## src/rtl/cache_mem_arbiter_if.sv

```systemverilog
// Cache-to-memory bus: per-core icache/dcache request lanes plus the single shared RAM port.
// slave = arbiter side, master = caches and RAM side.
interface cache_mem_arbiter_if #(
  parameter int CPUS   = 2,
  parameter int ADDR_W = 32
);
  logic [CPUS-1:0]             iREN;
  logic [CPUS-1:0][ADDR_W-1:0] iaddr;
  logic [CPUS-1:0]             iwait;
  logic [CPUS-1:0][31:0]       iload;
  logic [CPUS-1:0]             dREN;
  logic [CPUS-1:0]             dWEN;
  logic [CPUS-1:0][ADDR_W-1:0] daddr;
  logic [CPUS-1:0][31:0]       dstore;
  logic [CPUS-1:0]             dwait;
  logic [CPUS-1:0][31:0]       dload;
  logic                        ramREN;
  logic                        ramWEN;
  logic [ADDR_W-1:0]           ramaddr;
  logic [31:0]                 ramstore;
  logic [31:0]                 ramload;
  logic                        ramready;

  modport slave (
    input  iREN, iaddr, dREN, dWEN, daddr, dstore, ramload, ramready,
    output iwait, iload, dwait, dload, ramREN, ramWEN, ramaddr, ramstore
  );

  modport master (
    output iREN, iaddr, dREN, dWEN, daddr, dstore, ramload, ramready,
    input  iwait, iload, dwait, dload, ramREN, ramWEN, ramaddr, ramstore
  );
endinterface

```

## src/rtl/cache_mem_arbiter.sv

```systemverilog
// Serialises icache/dcache requests of CPUS cores onto one RAM port; one grant at a time.
// Between cores: fixed lowest-index priority, or round-robin when ARB_RR_EN is defined.
module cache_mem_arbiter #(
  parameter int CPUS   = 2,
  parameter int ADDR_W = 32
) (
  input logic               CLK,
  input logic               nRST,
  cache_mem_arbiter_if.slave io_bus
);
  localparam int IDW = (CPUS > 1) ? $clog2(CPUS) : 1;

  typedef enum logic {IDLE, BUSY} state_t;
  typedef enum logic [1:0] {K_IRD, K_DRD, K_DWR} kind_t;

  state_t            r_state;
  logic [IDW-1:0]    r_core;
  kind_t             r_kind;
  logic              r_ramREN;
  logic              r_ramWEN;
  logic [ADDR_W-1:0] r_ramaddr;
  logic [31:0]       r_ramstore;
`ifdef ARB_RR_EN
  logic [IDW-1:0]    r_rr_ptr;
`endif

  logic              w_found;
  logic [IDW-1:0]    w_core;
  logic [IDW-1:0]    w_sel;
  kind_t             w_kind;
  logic [ADDR_W-1:0] w_addr;
  logic [31:0]       w_store;
  int                w_base;
  logic              w_still;
  logic              w_done;
  logic              w_abort;
  logic [CPUS-1:0]       w_iwait;
  logic [CPUS-1:0]       w_dwait;
  logic [CPUS-1:0][31:0] w_iload;
  logic [CPUS-1:0][31:0] w_dload;

  // Scan cores from the highest-priority one; within a core write > data read > fetch.
  always_comb begin
    w_found = 1'b0;
    w_core  = '0;
    w_sel   = '0;
    w_kind  = K_IRD;
    w_addr  = '0;
    w_store = '0;
`ifdef ARB_RR_EN
    w_base  = int'(r_rr_ptr);
`else
    w_base  = 0;
`endif
    for (int k = 0; k < CPUS; k++) begin
      w_sel = IDW'((w_base + k) % CPUS);
      if (!w_found && (io_bus.dWEN[w_sel] || io_bus.dREN[w_sel] || io_bus.iREN[w_sel])) begin
        w_found = 1'b1;
        w_core  = w_sel;
        if (io_bus.dWEN[w_sel]) begin
          w_kind  = K_DWR;
          w_addr  = io_bus.daddr[w_sel];
          w_store = io_bus.dstore[w_sel];
        end else if (io_bus.dREN[w_sel]) begin
          w_kind  = K_DRD;
          w_addr  = io_bus.daddr[w_sel];
        end else begin
          w_kind  = K_IRD;
          w_addr  = io_bus.iaddr[w_sel];
        end
      end
    end
  end

  always_comb begin
    case (r_kind)
      K_DWR:   w_still = io_bus.dWEN[r_core];
      K_DRD:   w_still = io_bus.dREN[r_core];
      default: w_still = io_bus.iREN[r_core];
    endcase
  end

  // A completion is never signalled while reset is being applied.
  assign w_done  = nRST && (r_state == BUSY) && w_still && io_bus.ramready;
  assign w_abort = (r_state == BUSY) && !w_still;

  always_comb begin
    w_iwait = '1;
    w_dwait = '1;
    w_iload = '0;
    w_dload = '0;
    if (w_done) begin
      case (r_kind)
        K_IRD: begin
          w_iwait[r_core] = 1'b0;
          w_iload[r_core] = io_bus.ramload;
        end
        K_DRD: begin
          w_dwait[r_core] = 1'b0;
          w_dload[r_core] = io_bus.ramload;
        end
        default: w_dwait[r_core] = 1'b0;
      endcase
    end
  end

  assign io_bus.iwait    = w_iwait;
  assign io_bus.iload    = w_iload;
  assign io_bus.dwait    = w_dwait;
  assign io_bus.dload    = w_dload;
  assign io_bus.ramREN   = r_ramREN;
  assign io_bus.ramWEN   = r_ramWEN;
  assign io_bus.ramaddr  = r_ramaddr;
  assign io_bus.ramstore = r_ramstore;

  always_ff @(posedge CLK) begin
    if (!nRST) begin
      r_state    <= IDLE;
      r_core     <= '0;
      r_kind     <= K_IRD;
      r_ramREN   <= 1'b0;
      r_ramWEN   <= 1'b0;
      r_ramaddr  <= '0;
      r_ramstore <= '0;
`ifdef ARB_RR_EN
      r_rr_ptr   <= '0;
`endif
    end else begin
      case (r_state)
        IDLE: begin
          if (w_found) begin
            r_state    <= BUSY;
            r_core     <= w_core;
            r_kind     <= w_kind;
            r_ramREN   <= (w_kind != K_DWR);
            r_ramWEN   <= (w_kind == K_DWR);
            r_ramaddr  <= w_addr;
            r_ramstore <= w_store;
          end
        end
        BUSY: begin
          if (w_done || w_abort) begin
            r_state  <= IDLE;
            r_ramREN <= 1'b0;
            r_ramWEN <= 1'b0;
          end
`ifdef ARB_RR_EN
          // Only completed grants rotate priority; abandoned ones leave it alone.
          if (w_done) begin
            r_rr_ptr <= (r_core == IDW'(CPUS - 1)) ? '0 : r_core + 1'b1;
          end
`endif
        end
        default: r_state <= IDLE;
      endcase
    end
  end
endmodule
```

## src/flat_wrapper.sv

```systemverilog
// flat-port wrapper written by rule: the top's interface ports become plain ports
module cache_mem_arbiter_flat 
#(
  parameter int CPUS   = 2,
  parameter int ADDR_W = 32
)
  (CLK, nRST, io_bus_iREN, io_bus_iaddr, io_bus_dREN, io_bus_dWEN, io_bus_daddr, io_bus_dstore, io_bus_ramload, io_bus_ramready, io_bus_iwait, io_bus_iload, io_bus_dwait, io_bus_dload, io_bus_ramREN, io_bus_ramWEN, io_bus_ramaddr, io_bus_ramstore);
  cache_mem_arbiter_if #(.CPUS(CPUS), .ADDR_W(ADDR_W)) io_bus_i ();
  input logic CLK;
  input logic nRST;
  input wire logic [$bits(io_bus_i.iREN)-1:0] io_bus_iREN;
  input wire logic [$bits(io_bus_i.iaddr)-1:0] io_bus_iaddr;
  input wire logic [$bits(io_bus_i.dREN)-1:0] io_bus_dREN;
  input wire logic [$bits(io_bus_i.dWEN)-1:0] io_bus_dWEN;
  input wire logic [$bits(io_bus_i.daddr)-1:0] io_bus_daddr;
  input wire logic [$bits(io_bus_i.dstore)-1:0] io_bus_dstore;
  input wire logic [$bits(io_bus_i.ramload)-1:0] io_bus_ramload;
  input wire logic [$bits(io_bus_i.ramready)-1:0] io_bus_ramready;
  output wire logic [$bits(io_bus_i.iwait)-1:0] io_bus_iwait;
  output wire logic [$bits(io_bus_i.iload)-1:0] io_bus_iload;
  output wire logic [$bits(io_bus_i.dwait)-1:0] io_bus_dwait;
  output wire logic [$bits(io_bus_i.dload)-1:0] io_bus_dload;
  output wire logic [$bits(io_bus_i.ramREN)-1:0] io_bus_ramREN;
  output wire logic [$bits(io_bus_i.ramWEN)-1:0] io_bus_ramWEN;
  output wire logic [$bits(io_bus_i.ramaddr)-1:0] io_bus_ramaddr;
  output wire logic [$bits(io_bus_i.ramstore)-1:0] io_bus_ramstore;
  assign io_bus_i.iREN = io_bus_iREN;
  assign io_bus_i.iaddr = io_bus_iaddr;
  assign io_bus_i.dREN = io_bus_dREN;
  assign io_bus_i.dWEN = io_bus_dWEN;
  assign io_bus_i.daddr = io_bus_daddr;
  assign io_bus_i.dstore = io_bus_dstore;
  assign io_bus_i.ramload = io_bus_ramload;
  assign io_bus_i.ramready = io_bus_ramready;
  assign io_bus_iwait = io_bus_i.iwait;
  assign io_bus_iload = io_bus_i.iload;
  assign io_bus_dwait = io_bus_i.dwait;
  assign io_bus_dload = io_bus_i.dload;
  assign io_bus_ramREN = io_bus_i.ramREN;
  assign io_bus_ramWEN = io_bus_i.ramWEN;
  assign io_bus_ramaddr = io_bus_i.ramaddr;
  assign io_bus_ramstore = io_bus_i.ramstore;
  cache_mem_arbiter #(.CPUS(CPUS), .ADDR_W(ADDR_W)) u_core (.CLK(CLK), .nRST(nRST), .io_bus(io_bus_i));
endmodule
```

## config.mk

```make
export PLATFORM = sky130hd
export DESIGN_NAME = cache_mem_arbiter_flat
export DESIGN_NICKNAME = d
export VERILOG_FILES = /design/src/rtl/cache_mem_arbiter_if.sv /design/src/rtl/cache_mem_arbiter.sv /design/src/flat_wrapper.sv
export SDC_FILE = /design/constraint.sdc
export NUM_CORES = 1
export LEC_CHECK = 0
export BUFFER_PORTS_ARGS = -buffer_cell sky130_fd_sc_hd__buf_2
export CAP_MARGIN = 20
export CORE_AREA = 2 2 169 171
export CTS_BUF_LIST = sky130_fd_sc_hd__clkbuf_4 sky130_fd_sc_hd__clkbuf_8
export CTS_CLUSTER_DIAMETER = 40
export DETAILED_ROUTE_END_ITERATION = 6
export DIE_AREA = 0 0 171 173
export PLACE_DENSITY = 0.46
export RECOVER_POWER = 100
export REMOVE_ABC_BUFFERS = 1
export SYNTH_ARGS = -nofsm -noshare
export SYNTH_HDL_FRONTEND = slang
export SYNTH_SLANG_ARGS = --single-unit
```

## constraint.sdc

```tcl
create_clock -name CLK -period 1.84 [get_ports CLK]
set_input_delay 0.184 -clock CLK [delete_from_list [all_inputs] [get_ports CLK]]
set_output_delay 0.184 -clock CLK [all_outputs]
set_load 0.03 [all_outputs]
```

* Word level (Yosys, flattened, before mapping)
Index checks and enable logic that the tools add are counted.
Widths: inputs -> output; s select.
** Storage, ports and cells
- Flip-flop bits (word level) :: 70
- Input bits :: 233
- Logic and storage cells :: 80
** Operators by class
- Order comparisons :: 2
- Equal/unequal tests :: 6
- Reduce and logical (&&, ||, !) cells :: 16
- Muxes and demuxes :: 46
- Bitwise logic cells :: 3
** Operator list (count)
- $mux 32 :: 11
- $mux 64 :: 4
- $and 64x64->64 :: 1
- $demux 32 s1 :: 1
- $mux 1 :: 17
- $mux 2 :: 8
- $pmux 1 s2 :: 4
- $logic_and 1x1->1 :: 6
- $logic_or 1x1->1 :: 5
- $eq 2x2->1 const B :: 2
- $ne 2x2->1 const B :: 2
- $reduce_and 2->1 :: 2
- $eq 2x1->1 const B :: 1
- $logic_not 1->1 :: 2
- $logic_not 2->1 :: 1
- $lt 1x2->1 const B :: 1
- $ne 2x1->1 const B :: 1
- $not 2->2 :: 1
- $demux 1 s1 :: 1
- $ge 1x1->1 const B :: 1
- $not 1->1 :: 1

* Depth between registers and ports, before layout
Gate-level depths: netlist (run 1).
- Depth in word-level cells :: 9
- Gate-level depth with buffers :: 8
- Mapped depth without buffers :: 6

* Worst setup path before layout (run 1)
No wires, ideal clock.
- Path kind :: flip-flop to output port
- Start point :: register u_core.r_kind[0]
- End point :: output io_bus_dload[33]
- Data required time :: 1.656 ns
- Setup slack :: -0.173 ns
- Arrival time :: 1.829 ns
- Path buffers :: 2
- Cell stages (with the launch flop) :: 9
- Cells stage by stage :: dfxtp_1 -> inv_1 -> ha_1 -> and2_1 -> a222oi_1 -> buf_6 -> nor2_4 -> buf_6 -> and3_1
** On the way
- Longest elaborated chain between the ends :: 5
** RTL lines
- from (decl) :: RTL line cache_mem_arbiter.sv:18 : kind_t r_kind;
- from (signal assigned) :: RTL line cache_mem_arbiter.sv:134 : r_kind <= w_kind;
- $eq 2x1->1 / $eq 2x2->1 (equally long branches) :: RTL line cache_mem_arbiter.sv:76, cache_mem_arbiter.sv:93
- $pmux 1 s2 :: RTL line cache_mem_arbiter.sv:76 : case (r_kind)
- $logic_and 1x1->1 (2 in series) :: RTL line cache_mem_arbiter.sv:84 : assign w_done = nRST && (r_state == BUSY) && w_still && io_bus.ramready;
- $mux 64 (*) :: RTL line cache_mem_arbiter.sv:92 : if (w_done) begin
- to (decl) :: RTL line flat_wrapper.sv:22 : output wire logic [$bits(io_bus_i.dload)-1:0] io_bus_dload;
Mark *: on every way between the ends. The rest lies on a longest branch, timed or not.

* Worst setup path in the final report (run 1)
- Start point :: register u_core.r_kind[1]
- End point :: output io_bus_iload[42]
** On the way
- Longest elaborated chain between the ends :: 5
** RTL lines
- $eq 2x1->1 / $eq 2x2->1 (equally long branches) :: RTL line cache_mem_arbiter.sv:76
- $pmux 1 s2 :: RTL line cache_mem_arbiter.sv:76
- $logic_and 1x1->1 (2 in series) :: RTL line cache_mem_arbiter.sv:84
- $mux 64 (*) :: RTL line cache_mem_arbiter.sv:92
- to (decl) :: RTL line flat_wrapper.sv:20 : output wire logic [$bits(io_bus_i.iload)-1:0] io_bus_iload;
Marked as above.

==> results.txt, run 1 <==
initial antenna violation count - 1
#FFs+latches synth - 70
DP Cell Count - 1,362
1st-iter DRT viols - 230
Max-Cap Viols - 0
post-synthesis mux area share - 7.91%
DR pass1 iterations - 4
Yosys top cell area share - 29.8%
# hold bufs at CTS - 0
Avg Synthesized Cell Area - 8.12 µm²
hold crit path type - in -> reg
CP startpoint kind - flip-flop
data required time of the worst path - 1660 ps
clk sink count - 70
routed vias - 6,357
Post-Route Setup TNS - -81,020 ps
core area - 27,600 µm²
RSZ-0062 raised after global routing - yes
via density per instance - 4.57
Gate power share - 36.3%
Pint - 0.00300 W
PD cells - 551 nW/µm²
gr ovfl total - 0
Pleak - 4.15 nW
worst skew pair latency - 360 ps
Synth Warn # - 0
Die ar. - 29,600 µm²
largest net degree at the start of global routing - 59
FP Rows - 61
clock buffer count from CTS - 9
number of global-route vias before repair - 6,004
Slew Viols, Final - 0
Seq/Total Area, Yosys - 29.8%
final hold slack - 97.3 ps
Switching Share - 37.3%
Final GP Congestion - 0.820
fmax - 394 MHz
Die W - 171 µm
Initial Utilization - 17.0%
largest family of logic cells by synthesized area - simple AND/OR/NAND/NOR gates
NetSw - 0.00178 W
Yosys top cell by area - dfxtp_1
status - complete, but fails checks
post-synthesis xor/xnor area fraction - 0%
crit path DAT - 2350 ps
final wirelength - 25.2 mm
fin cells - 1,391
post-synth cell types - 37
# setup viols final - 132
WL per Instance - 18.1 µm
Synth Area in Compound Gates - 18.7%
CTS tree - yes
synthesized cell area - 4700 µm²
HPWL Detailed - 17.7 mm
Routed Antenna Nets - 0
Total GRT Usage - 15.2%
clock power share - 27.1%
final hold violation count - 0
Total Power - 0.00479 W
VDD IR-drop max - 0.000265 V
P&R area growth vs syn - 84.7%
top cells by area, synth - dfxtp_1 30%, and3_1 17%, a221oi_1 8.6%
Fill cells - 2,943
Max-Slew Margin vs Limit - 63.0%
Crit Path Class - reg -> out
fin util - 31.4%
layout cells sized above 1 - 53.9%
Post-Syn Instances - 579
clk buf depth - 2
DRC violation count after routing - 0
final worst path period need - 2540 ps
worst slew pin tran - 555 ps
Post-Synth Adder-Cell Area - 0.799%
clk_skew - 9.26 ps
reg-to-reg slack, setup - 40 ps
failing checks - negative setup slack
I/O pin count - 431
root buf cell - clkbuf_8
final worst slack - -696 ps
first-pass GRT wire length - 34.8 mm
Post-Synth Simple-Gate Area - 34.3%
H-Tree Depth - 3
Sequential Power Share - 36.7%
period utilisation layout - 138%
CP Max Fanout - 16
Layout Nets - 1,244
Reg clk slew, reported paths - 80 ps
Port Buf Inserts - 430
Crit. End Element - output pin
die height - 173 µm
[flip-flops by register name (all words and copies together) (netlist names)]
register                cells
u_core.io_bus.ramREN        1
u_core.io_bus.ramWEN        1
u_core.io_bus.ramaddr      32
u_core.io_bus.ramstore     32
u_core.r_core               1
u_core.r_kind               2
u_core.r_state              1
[layout by cell type (no fill, tap or decap), drive strengths merged, types with 2 or more instances in the layout]
cell type and n:
a21oi 2, o21ai 2, clkinv 2, and3 127, nand3 6, nor3 38, nor2 79, nand2 4
buf 407, mux2 17, mux2i 18, a221oi 46, a211oi 33, inv 7, o32ai 18, dfxtp 70
and2 36, ha 3, clkbuf 83
[power groups by stage]
| stage | Combinational (W) | Clock, W | Sequential (W) |
|---|---|---|---|
| detailed placement | 0.00168 | 0 | 0.00178 |
| finish | 0.00174 | 0.00130 | 0.00175 |
| floorplan | 0.000574 | 0 | 0.00209 |
| CTS | 0.00176 | 0.00138 | 0.00175 |
| global placement | 0.00168 | 0 | 0.00178 |
| global route | 0.00188 | 0.00143 | 0.00178 |
[through the flow]
step,setup WS (ps),cell area (µm²)
finish,-696,8680
global route,-784,8680
CTS,-719,8410
detailed placement,-579,7450
global placement,-576,7450
floorplan,-2070,4320
[area by class of cell]
cell class	instances	area [µm²]	area share (%)
multi-input cells	441	3360	38.7
repair buffers	479	3220	37.1
flip-flops and latches	70	1410	16.2
well taps	378	473	5.45
clock buffers	11	145	1.67
clock inverters	4	47.5	0.548
inverters	7	26.3	0.303
diodes	1	2.50	0.0288
[synthesized netlist by cell type]
cell,number
and3_1,127
nor2_1,71
dfxtp_1,70
a221oi_1,46
clkbuf_1,41
and2_1,36
nor3_1,35
a211oi_1,33
mux2i_1,18
o32ai_1,18
buf_2,15
mux2_2,15
buf_6,13
inv_1,5
nand3_1,5
nand2_1,4
ha_1,3
a21oi_1,2
inv_2,2
mux2_1,2
nor3_4,2
a211o_1,1
a21o_1,1
a222oi_1,1
a22oi_1,1
nand3_2,1
nor2_4,1
nor2b_1,1
nor3b_1,1
nor4_4,1
o21ai_0,1
o21ai_1,1
o22ai_1,1
o2bb2ai_1,1
or2_1,1
or3_1,1
or4_1,1
[layer usage]
metal	vias to the layer above	part of all wire [%]	track usage, %	wire (µm)
met1	2994	38	16.4	9640
met3	33	6.9	3.52	1750
met4	0	2.5	5.23	621
met2	294	52	28.7	13100
met5	-	0	0	0
li1	3036	-	-	-
[critical path: stages, from the launching register on]
cell and delay, ps:
dfxtp_2 330, inv_2 50, buf_4 140, ha_4 150, and2_1 130, a222oi_1 300, buf_4 220, buf_6 140
nor3_4 50, buf_12 150, and3_1 200, buf_6 140
[what timing repair did]
item                       CTS  global route
cloned                       5             3
resized for setup          217           106
setup buffers                2             6
setup endpoints to repair  132           133
pin swaps                   37            41
[cells by family (layout without fill, tap and decap cells)]
family          count (synthesis)  in the layout
simple gates                  288            296
compound gates                107            107
buf+inv                        76            501
flops                          70             70
mux                            35             35
fa+ha+maj                       3              3
other cells                     0              1
[final timing paths]
kind                              from                   endpoint  cells after the start
setup / recovery      u_core.r_kind[1]           io_bus_iload[42]                     11
hold / removal        io_bus_daddr[62]  u_core.io_bus.ramaddr[30]                      3
setup reg to reg      u_core.r_kind[1]             u_core.r_state                      9
hold reg to reg   u_core.io_bus.ramREN       u_core.io_bus.ramREN                      2
Power figures use the tool's default switching activity.
==> inputs of run 2 (changes only) <==
Settings changed: CORE_AREA 2 2 169 171 to 2 2 170 172, DIE_AREA 0 0 171 173 to 0 0 172 174, PLACE_DENSITY 0.46 to 0.45, REMOVE_ABC_BUFFERS 1 to default.
Clock period 1.84 ns to 2.87 ns, I/O delays scaled along.
==> results.txt, run 2 (same netlist as run 1, synthesis figures left out) <==
I/O pin count - 431 (unchanged)
worst slew pin tran - 1380 ps (+821 ps)
number of global-route vias before repair - 5,528 (-7.9%)
# hold bufs at CTS - 0 (unchanged)
Slew Viols, Final - 0 (unchanged)
Die ar. - 29,900 µm² (+1.2%)
via density per instance - 4.43 (-3.1%)
reg2reg start - u_core.r_state
leading cell types in the layout, fill and taps excluded - 354 x buf_2, 126 x and3_1, 69 x nor2_1, 69 x dfxtp_1, 68 x clkbuf_1
DR pass1 iterations - 5 (+1)
worst-case reg-to-reg path depth - 4 (-5)
# setup viols final - 0 (-100%)
Initial Utilization - 16.6% (-0.37 points)
reg-to-reg slack, setup - 660 ps (+620 ps)
fin util - 26.1% (-5.4 points)
clock power share - 28.1% (+1.0 points)
Gate power share - 33.9% (-2.4 points)
gr ovfl total - 0 (unchanged)
NetSw - 0.00113 W (-37%)
clock buffer count from CTS - 9 (unchanged)
H-Tree Depth - 3 (unchanged)
Final GP Congestion - 0.748 (-8.8%)
Layout Nets - 1,213 (-2.5%)
clk buf depth - 2 (unchanged)
routed vias - 6,053 (-4.8%)
CTS tree - yes
clk sink count - 70 (unchanged)
Die W - 172 µm (+0.58%)
Switching Share - 38.1% (+0.83 points)
WL per Instance - 17.2 µm (-5.1%)
DP Area - 7140 µm² (-4.2%)
PD cells - 403 nW/µm² (-27%)
Top delay family on crit path - simple AND/OR/NAND/NOR gates
WHS Path Cells - 3 (unchanged)
fmax - 355 MHz
max incr delay on CP - 460 ps (+130 ps)
Reg clk slew, reported paths - 80 ps (about the same)
Hold Startpoint - io_bus_daddr[57]
core area - 28,200 µm² (+2.2%)
Levels on crit path - 9 (-2)
RSZ-0062 raised after global routing - yes
CP startpoint kind - flip-flop
DP Cell Count - 1,344 (-1.3%)
Post-Synthesis Net Count - 815
Routed Antenna Nets - 0 (unchanged)
root buf cell - clkbuf_8
status - finished clean
final worst path period need - 2810 ps
clk_skew - 10.5 ps (+1.20 ps)
Total GRT Usage - 14.6% (-0.67 points)
1st-iter DRT viols - 337 (+47%)
Max-Slew Margin vs Limit - 8.25% (-55 points)
Max-Cap Viols - 0 (unchanged)
fin cells - 1,367 (-1.7%)
hold crit path type - in -> reg
Sequential Power Share - 38.1% (+1.4 points)
Crit Path Class - reg -> out
crit path DAT - 2530 ps (+180 ps)
VDD IR-drop max - 0.000175 V (-34%)
die height - 174 µm (+0.58%)
Port Buf Inserts - 430 (unchanged)
Design Area, Final - 7360 µm² (-15%)
Pint - 0.00183 W (-39%)
worst skew pair latency - 360 ps (about the same)
FP Rows - 62 (+1.6%)
largest net degree at the start of global routing - 42 (-29%)
commonest non-fill, non-tap cell in the layout - buf_2
Crit path buffers/inverters - 4 (-2)
layout cells sized above 1 - 44.0% (-9.9 points)
Worst Hold End - u_core.io_bus.ramaddr[25]
Crit. End Element - output pin
Pleak - 3.97 nW (-4.4%)
period utilisation layout - 98.0%
CP Max Fanout - 31 (+15)
R2R Path End - u_core.r_kind[1]
final hold violation count - 0 (unchanged)
final wirelength - 23.5 mm (-6.8%)
worst path cell trace - inv_1 -> ha_1 -> and2_1 -> a222oi_1 -> buf_4 -> buf_12 -> nor2_4 -> and3_1 -> buf_2
final hold slack - 210 ps (+113 ps)
DRC violation count after routing - 0 (unchanged)
P&R area growth vs syn - 56.5%
Post-Route Setup TNS - 0 ps (+81,020 ps)
initial antenna violation count - 3 (+2)
data required time of the worst path - 2580 ps (+920 ps)
first-pass GRT wire length - 33.0 mm (-5.1%)
HPWL Detailed - 17.9 mm (+1.2%)
slowest stage cell, crit path - nor2_4
## run 2: area by class of cell
class,count,area (µm²)
fillers,3232,20900
multi-input cells,435,2950
repair buffers,454,2300
flip-flops and latches,70,1400
well taps,384,480
clock buffers,9,124
clock inverters,7,73.8
inverters,7,26.3
diodes,1,2.50
## run 2: metal layers
layer  track usage (%)  wire length [µm]
met1              16.3              9360
met2              27.5             12200
met3              3.26              1610
met4              3.54               280
met5                 0                13
## run 2: worst max path at each step
stage / startpoint / end / slack [ps]
floorplan: u_core.r_kind[0] / io_bus_dload[33] / 750
global placement: u_core.r_kind[0] / io_bus_dload[21] / 350
detailed placement: u_core.r_kind[0] / io_bus_dload[11] / 320
CTS: u_core.r_kind[0] / io_bus_iload[1] / 8
global route: u_core.r_kind[1] / io_bus_dload[1] / -50
finish: u_core.r_kind[1] / io_bus_dload[1] / 60
## run 2: timing repair
item	CTS	global route
setup endpoints to repair	62	64
pin swaps	1	2
resized for setup	2	15
buffers inserted	0	4
gates cloned	1	1
## run 2: power groups by stage
stage	logic (W)	registers, W	clock network (W)
detailed placement	0.00102	0.00115	0
CTS	0.00102	0.00112	0.000884
floorplan	0.000401	0.00134	0
global route	0.00109	0.00114	0.000919
finish	0.00100	0.00113	0.000831
global placement	0.00102	0.00114	0
## run 2: worst min-delay path, delay by kind of cell
kind	cells	cell delay (ps)
AOI/OAI and AO/OA	1	110
buffers and inverters	1	70
muxes	1	50
## run 2: per-stage QoR
| stage | power [W] | setup slack, ps |
|---|---|---|
| after global placement | 0.00216 | 346 |
| final | 0.00296 | 56.7 |
| after global routing | 0.00315 | -45.8 |
| after detailed placement | 0.00216 | 315 |
| after floorplan | 0.00174 | 754 |
| after CTS | 0.00303 | 7.80 |
==> inputs of run 3 (changes only) <==
Settings changed: CELL_PAD_IN_SITES_DETAIL_PLACEMENT from default to 0, CELL_PAD_IN_SITES_GLOBAL_PLACEMENT from default to 1, CORE_AREA 2 2 170 172 to 2 2 167 169, DIE_AREA 0 0 172 174 to 0 0 169 171, PLACE_DENSITY 0.45 to 0.63.
==> results.txt, run 3 (same netlist as run 1, synthesis figures left out) <==
Crit Path Class - reg -> out
die height - 171 µm (-1.7%)
fin util - 27.2% (+1.1 points)
fin cells - 1,336 (-2.3%)
CP Max Fanout - 8 (-74%)
Switching Share - 35.9% (-2.2 points)
Slew Viols, Final - 0 (unchanged)
Crit. End Element - output pin
Max-Cap Viols - 0 (unchanged)
# setup viols final - 0 (unchanged)
DR pass1 iterations - 4 (-1)
commonest non-fill, non-tap cell in the layout - buf_2
DP Cell Count - 1,305 (-2.9%)
period utilisation layout - 95.9% (-2.1 points)
data required time of the worst path - 2580 ps (about the same)
status - finished clean
clk_skew - 13.5 ps (+3.05 ps)
DP Area - 7110 µm² (-0.39%)
Initial Utilization - 17.2% (+0.56 points)
crit path DAT - 2470 ps (-60 ps)
Design Area, Final - 7420 µm² (+0.90%)
gr ovfl total - 0 (unchanged)
largest net degree at the start of global routing - 57 (+36%)
hold crit path type - in -> reg
clock buffer count from CTS - 9 (unchanged)
FP Rows - 61 (-1.6%)
1st-iter DRT viols - 278 (-18%)
via density per instance - 4.50 (+1.6%)
WL per Instance - 17.4 µm (+1.4%)
Gate power share - 32.2% (-1.7 points)
final worst path period need - 2750 ps (-60.2 ps)
final hold violation count - 0 (unchanged)
# hold bufs at CTS - 0 (unchanged)
Fill cells - 3,113 (-3.7%)
Port Buf Inserts - 430 (unchanged)
first-pass GRT wire length - 33.3 mm (+0.63%)
DRC violation count after routing - 0 (unchanged)
layout cells sized above 1 - 44.9% (+0.95 points)
Pint - 0.00203 W (+11%)
Total GRT Usage - 15.0% (+0.50 points)
VDD IR-drop max - 0.000267 V (+52%)
clk sink count - 70 (unchanged)
clock power share - 32.1% (+4.0 points)
leading cell types in the layout, fill and taps excluded - 238 x buf_2, 127 x and3_1, 127 x clkbuf_2, 69 x nor2_1
CTS tree - yes
Die ar. - 28,900 µm² (-3.4%)
Pleak - 3.93 nW (-0.92%)
H-Tree Depth - 3 (unchanged)
fmax - 363 MHz (+2.2%)
Final GP Congestion - 0.773 (+3.4%)
I/O pin count - 431 (unchanged)
routed vias - 6,009 (-0.73%)
PD cells - 426 nW/µm² (+5.9%)
Reg clk slew, reported paths - 80 ps (about the same)
NetSw - 0.00114 W (+0.68%)
P&R area growth vs syn - 58.0%
number of global-route vias before repair - 5,561 (+0.60%)
Routed Antenna Nets - 0 (unchanged)
clk buf depth - 2 (unchanged)
Layout Nets - 1,219 (+0.49%)
worst slew pin tran - 1370 ps (-4.52 ps)
worst skew pair latency - 360 ps (about the same)
Max-Slew Margin vs Limit - 8.06% (-0.20 points)
final wirelength - 23.2 mm (-0.94%)
initial antenna violation count - 4 (+1)
Post-Synthesis Net Count - 815 (unchanged)
RSZ-0062 raised after global routing - no
core area - 27,300 µm² (-3.2%)
Sequential Power Share - 35.7% (-2.4 points)
CP startpoint kind - flip-flop
root buf cell - clkbuf_8
HPWL Detailed - 17.6 mm (-2.1%)
Die W - 169 µm (-1.7%)
run 3: power groups by stage:
stage | sequential, W | clock [W] | combinational, W
2_1_floorplan | 0.00134 | 0 | 0.000401
3_3_place_gp | 0.00115 | 0 | 0.00102
3_5_place_dp | 0.00115 | 0 | 0.00102
4_1_cts | 0.00113 | 0.00107 | 0.00105
5_1_grt | 0.00115 | 0.00110 | 0.00111
6_report | 0.00113 | 0.00102 | 0.00102
run 3: final timing paths:
path	start	to	cells after the start	slack, ps
worst max-delay path	u_core.r_kind[1]	io_bus_iload[54]	10	120
worst min-delay path	io_bus_daddr[62]	u_core.io_bus.ramaddr[30]	3	200
worst max register to register	u_core.r_kind[0]	u_core.io_bus.ramREN	13	610
worst min register to register	u_core.io_bus.ramREN	u_core.io_bus.ramREN	2	460
run 3: metal layers:
metal / global-route usage (%) / vias to the layer above / wire (µm)
li1: - / 2978 / -
met1: 17.0 / 2749 / 9300
met2: 28.5 / 261 / 12100
met3: 3.42 / 17 / 1550
met4: 3.68 / 4 / 273
met5: 0 / - / 26
run 3: area by class of cell:
cell class	instances	area, µm²	share of cell area, %
Multi-Input combinational cell	435	2960	39.8
Antenna cell	2	5.00	0.0674
Sequential cell	70	1410	18.9
Timing Repair Buffer	460	2350	31.7
Clock buffer	9	124	1.67
Clock inverter	7	121	1.63
Inverter	7	26.3	0.354
Tap cell	346	433	5.83
run 3: stage by stage:
stage	worst slack (ps)	setup TNS [ps]	total power [W]	hold WS, ps
after floorplan	754	0	0.00174	454
after global placement	225	0	0.00216	445
after detailed placement	172	0	0.00217	456
after CTS	-15.6	-201	0.00324	157
after global routing	5.88	0	0.00336	205
final	117	0	0.00316	196
run 3: critical path: stages, from the launching register on:
cell	delay, ps
dfxtp_2	340
inv_2	60
ha_4	240
and2_1	130
a222oi_1	410
buf_4	280
buf_6	130
nor3_4	40
buf_6	150
and3_1	170
clkbuf_2	180
run 3: what timing repair did:
| action | 4_1_cts | 5_1_grt |
|---|---|---|
| gates resized for setup | 3 | 13 |
| cloned | 2 | 0 |
| endpoints found under the hold margin | 0 | 0 |
| setup endpoints to repair | 97 | 126 |
| pin swaps | 2 | 4 |
| buffers inserted | 8 | 3 |
